<file path="config.mk">
export PLATFORM = sky130hd
export DESIGN_NAME = mem_sync_rw
export DESIGN_NICKNAME = d
export VERILOG_FILES = /design/src/rtl/mem_sync_rw.sv
export SDC_FILE = /design/constraint.sdc
export NUM_CORES = 2
export LEC_CHECK = 0
export CAP_MARGIN = 20
export CORE_MARGIN = 1
export CORE_UTILIZATION = 57
export CTS_CLUSTER_SIZE = 14
export DETAILED_ROUTE_END_ITERATION = 7
export PLACE_DENSITY = 0.73
export REMOVE_ABC_BUFFERS = 1
export SETUP_SLACK_MARGIN = 0.3
export SLEW_MARGIN = 20
export SYNTH_ARGS = -nofsm -noshare
export SYNTH_HDL_FRONTEND = slang
export SYNTH_SLANG_ARGS = --single-unit
export TNS_END_PERCENT = 10
</file>
<file path="constraint.sdc">
create_clock -name clk -period 6.2 [get_ports clk]
set_input_delay 1.24 -clock clk [delete_from_list [all_inputs] [get_ports clk]]
set_output_delay 1.24 -clock clk [all_outputs]
set_load 0.05 [all_outputs]
</file>
<file path="src/rtl/mem_sync_rw.sv">
// ---------------------------------------------------------------------------
// mem_sync_rw
//   Single-port synchronous RAM with a valid/ready request channel. It has
//   per-byte write enables and a fixed-latency read response pipeline.
//   After reset an optional sweep writes zero to every word, one word per
//   cycle. No requests are accepted until the sweep has finished.
//
// Ports
//   clk, rst_n     clock (rising edge), asynchronous active-low reset
//   req_valid      request present
//   req_ready      block accepts a request this cycle
//   req_write      1 = write, 0 = read
//   req_addr       word address
//   req_wdata      write data
//   req_be         byte enables for writes (ignored on reads)
//   rsp_valid      one-cycle pulse per read, RD_LAT cycles after accept
//   rsp_rdata      read data, 0 when rsp_valid = 0
//   rsp_err        address >= DEPTH on that read, qualified by rsp_valid
//   busy           init sweep in progress
//
// Optional feature (macro MEM_SYNC_RW_PARITY_EN)
//   Stores one even-parity bit per byte. Adds two ports:
//   inj_perr       on an accepted write, store inverted parity for every
//                  enabled byte
//   rsp_perr       parity mismatch on any byte of the read word, qualified
//                  by rsp_valid
// ---------------------------------------------------------------------------
module mem_sync_rw #(
  parameter int DATA_W     = 8,
  parameter int ADDR_W     = 8,
  parameter int DEPTH      = 256,
  parameter int RD_LAT     = 1,
  parameter int INIT_CLEAR = 1
) (
  input  logic                  clk,
  input  logic                  rst_n,
  input  logic                  req_valid,
  output logic                  req_ready,
  input  logic                  req_write,
  input  logic [ADDR_W-1:0]     req_addr,
  input  logic [DATA_W-1:0]     req_wdata,
  input  logic [DATA_W/8-1:0]   req_be,
`ifdef MEM_SYNC_RW_PARITY_EN
  input  logic                  inj_perr,
  output logic                  rsp_perr,
`endif
  output logic                  rsp_valid,
  output logic [DATA_W-1:0]     rsp_rdata,
  output logic                  rsp_err,
  output logic                  busy
);

  localparam int BE_W  = DATA_W / 8;
  localparam int IDX_W = (DEPTH > 1) ? $clog2(DEPTH) : 1;
  localparam logic [IDX_W-1:0] LAST_IDX = IDX_W'(DEPTH - 1);

  typedef enum logic {S_INIT, S_READY} state_t;
  localparam state_t RST_STATE = (INIT_CLEAR != 0) ? S_INIT : S_READY;

  state_t             state, state_nxt;
  logic [IDX_W-1:0]   clr_cnt;
  logic               accept, rd_acc, in_range;
  logic [IDX_W-1:0]   idx;
  logic [DATA_W-1:0]  rd_word;

  logic [DATA_W-1:0]  mem [DEPTH];

  // Read pipeline: stage 0 loads at the accept edge, the last stage drives the outputs.
  logic [RD_LAT-1:0]  pv, pe;
  logic [DATA_W-1:0]  pd [RD_LAT];

  assign accept   = req_valid & req_ready;
  assign rd_acc   = accept & ~req_write;
  // The extra top bit lets DEPTH == 2**ADDR_W compare without overflow.
  assign in_range = {1'b0, req_addr} < (ADDR_W + 1)'(DEPTH);
  assign idx      = req_addr[IDX_W-1:0];

  // ---------------------------------------------------------------- FSM
  // NOTE: every always_comb output gets a default first, so no path leaves it unassigned and no latch is inferred.
  always_comb begin
    state_nxt = state;
    case (state)
      S_INIT:  if (clr_cnt == LAST_IDX) state_nxt = S_READY;
      S_READY: state_nxt = S_READY;
    endcase
  end

  // NOTE: sequential state uses non-blocking assignments only, so every flop samples pre-edge values.
  always_ff @(posedge clk or negedge rst_n) begin
    if (!rst_n) begin
      state     <= RST_STATE;
      clr_cnt   <= '0;
      req_ready <= 1'b0;
      busy      <= (INIT_CLEAR != 0);
    end else begin
      state     <= state_nxt;
      // req_ready and busy are flops loaded from the next state, so both outputs are registered.
      req_ready <= (state_nxt == S_READY);
      busy      <= (state_nxt == S_INIT);
      if (state == S_INIT) clr_cnt <= clr_cnt + 1'b1;
    end
  end

  // ---------------------------------------------------------------- storage
  // NOTE: the array has no reset; the INIT sweep clears it, and a reset term would block RAM inference.
  always_ff @(posedge clk) begin
    if (state == S_INIT) begin
      mem[clr_cnt] <= '0;
    end else if (accept && req_write && in_range) begin
      for (int i = 0; i < BE_W; i++)
        if (req_be[i]) mem[idx][8*i +: 8] <= req_wdata[8*i +: 8];
    end
  end

  assign rd_word = in_range ? mem[idx] : '0;

`ifdef MEM_SYNC_RW_PARITY_EN
  logic [BE_W-1:0]   par_mem [DEPTH];
  logic [RD_LAT-1:0] pp;
  logic              rd_perr;

  always_ff @(posedge clk) begin
    if (state == S_INIT) begin
      par_mem[clr_cnt] <= '0;
    end else if (accept && req_write && in_range) begin
      for (int i = 0; i < BE_W; i++)
        if (req_be[i]) par_mem[idx][i] <= (^req_wdata[8*i +: 8]) ^ inj_perr;
    end
  end

  // A byte is in error when its data bits and its stored parity bit have odd parity.
  always_comb begin
    rd_perr = 1'b0;
    if (in_range)
      for (int i = 0; i < BE_W; i++)
        rd_perr = rd_perr | ((^rd_word[8*i +: 8]) ^ par_mem[idx][i]);
  end

  always_ff @(posedge clk or negedge rst_n) begin
    if (!rst_n) begin
      pp <= '0;
    end else begin
      pp[0] <= rd_acc & rd_perr;
      for (int i = 1; i < RD_LAT; i++) pp[i] <= pp[i-1];
    end
  end

  assign rsp_perr = pp[RD_LAT-1];
`endif

  // ---------------------------------------------------------------- read pipeline
  // Data stages hold zero when their valid bit is clear, so rsp_rdata is 0 between responses.
  always_ff @(posedge clk or negedge rst_n) begin
    if (!rst_n) begin
      pv <= '0;
      pe <= '0;
      for (int i = 0; i < RD_LAT; i++) pd[i] <= '0;
    end else begin
      pv[0] <= rd_acc;
      pe[0] <= rd_acc & ~in_range;
      pd[0] <= rd_acc ? rd_word : '0;
      for (int i = 1; i < RD_LAT; i++) begin
        pv[i] <= pv[i-1];
        pe[i] <= pe[i-1];
        pd[i] <= pd[i-1];
      end
    end
  end

  assign rsp_valid = pv[RD_LAT-1];
  assign rsp_err   = pe[RD_LAT-1];
  assign rsp_rdata = pd[RD_LAT-1];

endmodule

</file>
; Word level (Yosys, flattened, before mapping)
; Memory sizes are Yosys's and may differ from the RTL's.
; Cells that the tools add are included.
[totals]
ff_bits = 19
ram_bits = 2048
mem_count = 1
wordCells = 26
[mem_list]
columns = name, depth, width, rd, rd_ports_with_merged_regs, wr, line_no
row1 = mem, 256, 8, 1, 0, 1, 66  ; logic [DATA_W-1:0] mem [DEPTH];
[classes]
bitwise_logic = 5
eq_ne = 1
n_addsub = 1
mux = 11
n_reduce_logical = 2
[op_table]
columns = cell, n
row1 = $mux W8, 3
row2 = $add A8 B1 Y8 const B, 1
row3 = $eq A8 B8 Y1 const B, 1
row4 = $reduce_or A8 Y1, 1
row5 = $mux W1, 7
row6 = $not A1 Y1, 3
row7 = $and A1 B1 Y1, 2
row8 = $pmux W1 S2, 1
row9 = $logic_and A1 B1 Y1, 1

; Longest topological paths before layout
[depth]
ltp_word = 7
depth_mapped = 13
mapped_depth_nobuf = 7

; Worst setup path before layout
; OpenSTA, ideal clock, no wires.
[synth_timing]
kind = input to register
startpoint = in req_valid
endpoint = mem mem[0][0] (data pin)
arrival_ns = 5.169
setup_ns = 0.870
n_path_buf = 1
stages = 4
setup_slack_ns = 0.162
path_cell_list = nand2_1 > nor2_1 > clkbuf_1 > and2_1
[synth_between]
elab_chain_len = 7
[synth_lines]
columns = item, line_no
row1 = "start, declared", 37  ; input logic req_valid,
row2 = $and A1 B1 Y1, 72  ; assign accept = req_valid & req_ready;
row3 = $logic_and A1 B1 Y1, 109  ; end else if (accept && req_write && in_range) begin
row4 = $mux W1, 109
row5 = $mux W1, 107  ; if (state == S_INIT) begin
row6 = $mux W1 (implied by the code), 111  ; if (req_be[i]) mem[idx][8*i +: 8] <= req_wdata[8*i +: 8];
row7 = $reduce_or A8 Y1 (no line), n/a
row8 = $mux W8 (no line), n/a
row9 = "end, declared", 66
; No other way between the ends.

; Worst setup path in the final report
[layout_timing]
startpoint = in req_write
endpoint = mem mem[120][3], enable pin
[layout_between]
elab_chain_len = 6
elab_cells_between_ends = 7
cone_classes = mux: 5 / reduce/logical: 2
[layout_lines]
columns = item, line_no
row1 = "start, declared", 39  ; input logic req_write,
row2 = $logic_and A1 B1 Y1 *, 109
row3 = $mux W1 *, 109
row4 = $mux W1 *, 107
row5 = $mux W1 (implied by the code) *, 111
row6 = $reduce_or A8 Y1 (no line), n/a
row7 = $mux W8 (no line) or $mux W1 (tied branches), n/a
; Mark *: on every way between the ends. The rest lies on a longest branch, timed or not.

==> out/summary.md <==
The run finished, with violations left. The checks that failed: design-rule violations. Before antenna repair, the detailed router went through 8 iterations. The tools report the worst-case hold path end point as clr_cnt[5]. sky130_fd_sc_hd__edfxtp_1 takes more of the synthesized area than any other cell.

The tools report the kind of capture point of the worst setup path as a register. Depth of the worst hold-timing path: 1. The buffer type at the clock tree root is sky130_fd_sc_hd__clkbuf_16. Number of max-slew violations in the final report: 0. In the post-synthesis netlist, the cell with the most instances is sky130_fd_sc_hd__edfxtp_1.

Once the clock tree was built, the setup fixing pass inserted 0 buffers. The source of the worst register-to-register timing path is state. The number of enable-type register cells in the synthesized netlist was 2048; the average wire length per cell after detail routing was 34.1 um. Detailed placement ended at an HPWL of 135000 um. The number of max-cap violations was 0; the clock insertion delay at the later pin of the skew report was 0.83 ns. The final route contains 42753 vias.

Entering global routing, the biggest net connects 151 pins. The final standard cell count with taps included and fillers excluded is 6285, and the placement-stage cell area is 83800 um^2. After clock tree synthesis, the repair step resized 0 gates. The final count of hold timing violations is 0, and the TritonCTS buffer count is 196. For the final total negative setup slack, the log shows 0 ns. The post-synthesis mux area share was 0.141. The final RePlAce weighted congestion is 0.975.

The share of layout cells above drive strength 1 was 0.189. The setup path with the least slack is of type input port to register. The arithmetic-cell share of the synthesized area counting full adders, half adders and majority gates came out at 0.000153. In the synthesized netlist, the number of instances is 4092. The logs give 0 for the post-cts hold buffer count and 5.58 ns for the data arrival time at the worst-slack endpoint.

The cell area after synthesis is 81900 um^2. The Yosys step of the flow raised 0 warnings. The endpoint identified for the worst register-to-register timing path is mem[120][3]. The core region is 142000 um^2.

The maximum count of clock buffers along a single path is 3, and the H-tree depth is 4. The worst reg2reg path depth was 5. The peak supply drop came out at 0.000232 V.

Dividing the detail-routed via count by the number of cells gives 6.80. The tightest hold path in the finished design has a slack of 0.588 ns. For the pin with the worst max-slew slack, the measured transition is 1.24 ns. The relative max-transition margin was 0.155. Setup violations remaining at the end of the flow were counted as 0. After clock tree synthesis, the clock-pin slew on the worst setup and hold paths is 0.07 ns.

The fraction of the yosys area taken by sequential cells came out at 0.757. TritonCTS built the clock tree. The tools report the net count reported at finish as 4244. The area fraction in compound gates after synthesis works out to 0.0352. By area, the combinational part of the netlist is dominated by multiplexers.

The die covers 145000 um^2. The tools report the total routing resource utilization after global routing as 0.297. The leakage dissipation is 23.4 nW. The number of DRC violations after detailed-routing iteration 0 is 6491, and the share of the synthesized area in the top cell type is 0.751. CTS saw 2067 sinks. Summed over all layers, the routed wires come to 214000 um.

The path category of the worst min-delay check was register to register. After synthesis the netlist holds a flip-flop and latch count of 2067. The power density of the placed cells was 309 nW/um^2.

The total instance count after detailed placement is 5914. During placement, the flow inserted port buffers numbering 31. The worst setup path is launched from an input port. Global routing finished with a remaining overflow of 0.

Sorting the synthesized cells by area gives the leading types as sky130_fd_sc_hd__edfxtp_1 75%, sky130_fd_sc_hd__mux4_2 9.4%, sky130_fd_sc_hd__mux2i_1 3.2%. The maximum fanout count along the critical path came out at 19. The logs give 27.9 mW for the total power consumption of the routed design and 6.63 ns for the critical path data required time.

For the total DRC errors in the routed layout, the log shows 1. After floorplanning, the core was divided into 138 placement rows. Number of global-route vias before repair: 41820.

The first global-routing pass estimated 304000 um of wire. The die is 381 um wide. The die is 381 um tall. The fraction of synthesis flops using an asynchronous set or reset pin works out to 0.00919.

The parity-gate share of the synthesized area counting xor and xnor cells was 0.000749. The mean area per synthesized cell was 20.0 um^2. For this design the top-level I/O count stands at 33.

By count the netlist is led by 2048 x sky130_fd_sc_hd__edfxtp_1, 358 x sky130_fd_sc_hd__nor2_1, 340 x sky130_fd_sc_hd__mux4_2, 260 x sky130_fd_sc_hd__mux2i_1, 110 x sky130_fd_sc_hd__nand2_1. Across all register-to-register paths, the minimum setup slack is 1.26 ns. Setup repair after global routing left no endpoint under its margin. The maximum operating frequency is 194 MHz. The synthesized netlist contains 83 unique library cells. Most common flop cell mapped by yosys: sky130_fd_sc_hd__edfxtp_1. The portion of the clock cycle consumed by the worst path in the final layout was 0.831. Clock skew on the completed layout was measured at 0.0373 ns. The starting density of the core was 0.577; the residual antenna-violating net count after detailed routing was 0. Share of synthesized cell area in and, or, nand and nor gates: 0.0384.

The initial antenna violation count was 14; the fill cell total of the finished layout was 9400. Relative to the synthesized area, the layout overhead comes to 10.3%. The worst hold path begins at clr_cnt[5].

For the finished layout, the period the worst path requires is 5.15 ns. The tools report the post-route cell area as 90300 um^2.
-- critical path, cell delays in order --
cell and delay (ns):
sky130_fd_sc_hd__clkdlybuf4s50_1 0.53, sky130_fd_sc_hd__nand4_1 0.64, sky130_fd_sc_hd__buf_4 0.47, sky130_fd_sc_hd__o21ai_0 0.88, sky130_fd_sc_hd__nand2_1 0.85, sky130_fd_sc_hd__nor2_1 0.94
-- metal layers --
metal / GRT usage / routed length (um) / vias to the layer above
met5: 0 / 133 / -
met3: 0.0908 / 28400 / 548
li1: - / - / 17188
met2: 0.452 / 98600 / 3191
met1: 0.399 / 76300 / 21810
met4: 0.132 / 10800 / 16
-- registers in the layout (all words and copies together) (netlist names) --
| signal | flops |
|---|---|
| state | 1 |
| rsp_valid | 1 |
| rsp_rdata | 8 |
| clr_cnt | 8 |
| mem | 2048 |
| busy | 1 |
-- placed cells by master (no fill, tap or decap), types with 8 or more instances in the layout --
cell type | synthesis | final
sky130_fd_sc_hd__clkbuf_16 | 0 | 200
sky130_fd_sc_hd__o21ai_1 | 8 | 9
sky130_fd_sc_hd__o32ai_1 | 11 | 11
sky130_fd_sc_hd__o22ai_1 | 79 | 79
sky130_fd_sc_hd__clkinv_1 | 1 | 48
sky130_fd_sc_hd__and2_1 | 17 | 9
sky130_fd_sc_hd__or3_1 | 20 | 20
sky130_fd_sc_hd__dfrtp_1 | 18 | 18
sky130_fd_sc_hd__clkdlybuf4s50_1 | 0 | 27
sky130_fd_sc_hd__clkbuf_1 | 71 | 30
sky130_fd_sc_hd__diode_2 | 0 | 8
sky130_fd_sc_hd__mux2_2 | 9 | 9
sky130_fd_sc_hd__buf_12 | 26 | 23
sky130_fd_sc_hd__mux2i_1 | 260 | 260
sky130_fd_sc_hd__nand3_1 | 54 | 54
sky130_fd_sc_hd__mux4_1 | 46 | 46
sky130_fd_sc_hd__a211oi_1 | 37 | 37
sky130_fd_sc_hd__mux4_2 | 340 | 340
sky130_fd_sc_hd__o221ai_1 | 61 | 61
sky130_fd_sc_hd__nand3b_1 | 9 | 9
sky130_fd_sc_hd__a21oi_1 | 44 | 44
sky130_fd_sc_hd__edfxtp_1 | 2048 | 2048
sky130_fd_sc_hd__nand4_1 | 17 | 17
sky130_fd_sc_hd__a2111oi_0 | 20 | 17
sky130_fd_sc_hd__nor2_1 | 358 | 356
sky130_fd_sc_hd__buf_4 | 30 | 126
sky130_fd_sc_hd__nand2_1 | 110 | 110
sky130_fd_sc_hd__and2_4 | 0 | 8
sky130_fd_sc_hd__clkinvlp_4 | 0 | 9
sky130_fd_sc_hd__nor4_1 | 9 | 9
sky130_fd_sc_hd__o21ai_0 | 66 | 65
sky130_fd_sc_hd__clkinv_2 | 0 | 37
sky130_fd_sc_hd__a22oi_1 | 31 | 31
sky130_fd_sc_hd__nor3_1 | 64 | 63
sky130_fd_sc_hd__bufinv_16 | 0 | 26
-- worst max-delay path by stage --
stage / slack [ns] / endpoint / cells past startpoint / startpoint
finish: 1.05 / mem[120][3] / 6 / req_write
global route: 1.11 / mem[120][3] / 6 / req_write
global placement: 0.38 / mem[173][5] / 6 / req_write
CTS: 1.49 / mem[120][3] / 6 / req_write
floorplan: 0.16 / mem[0][0] / 3 / req_valid
detailed placement: 0.63 / mem[120][0] / 6 / req_write
-- layout make-up --
| class | count | area, um^2 | area share |
|---|---|---|---|
| Antenna cell | 8 | 20.0 | 0.000222 |
| Clock buffer | 230 | 5120 | 0.0567 |
| Clock inverter | 133 | 1360 | 0.0151 |
| Inverter | 4 | 15.0 | 0.000166 |
| Multi-Input combinational cell | 1773 | 17700 | 0.196 |
| Sequential cell | 2067 | 62000 | 0.686 |
| Tap cell | 1890 | 2360 | 0.0262 |
| Timing Repair Buffer | 180 | 1750 | 0.0193 |
-- through the flow --
stage | util | worst slack (ns)
finish | 0.636 | 1.05
global route | 0.636 | 1.11
global placement | 0.590 | 0.376
detailed placement | 0.590 | 0.626
floorplan | - | 0.157
CTS | 0.636 | 1.49
-- power breakdown --
group	switching (mW)	internal (mW)	total, mW
logic	0.469	0.233	0.702
clock network	5.13	6.98	12.1
registers	0	15.1	15.1
total	5.60	22.3	27.9
-- cells by family (layout without fill, tap and decap cells) --
logic type	Yosys count	after routing
flip-flops	2067	2067
AND/OR/NAND/NOR	700	700
adder cells (fa/ha/maj)	1	1
AO/OA/AOI/OAI	409	409
XOR/XNOR	7	7
multiplexers	655	655
other	1	9
buffers and inverters	252	547
Power figures use the tool's default switching activity.
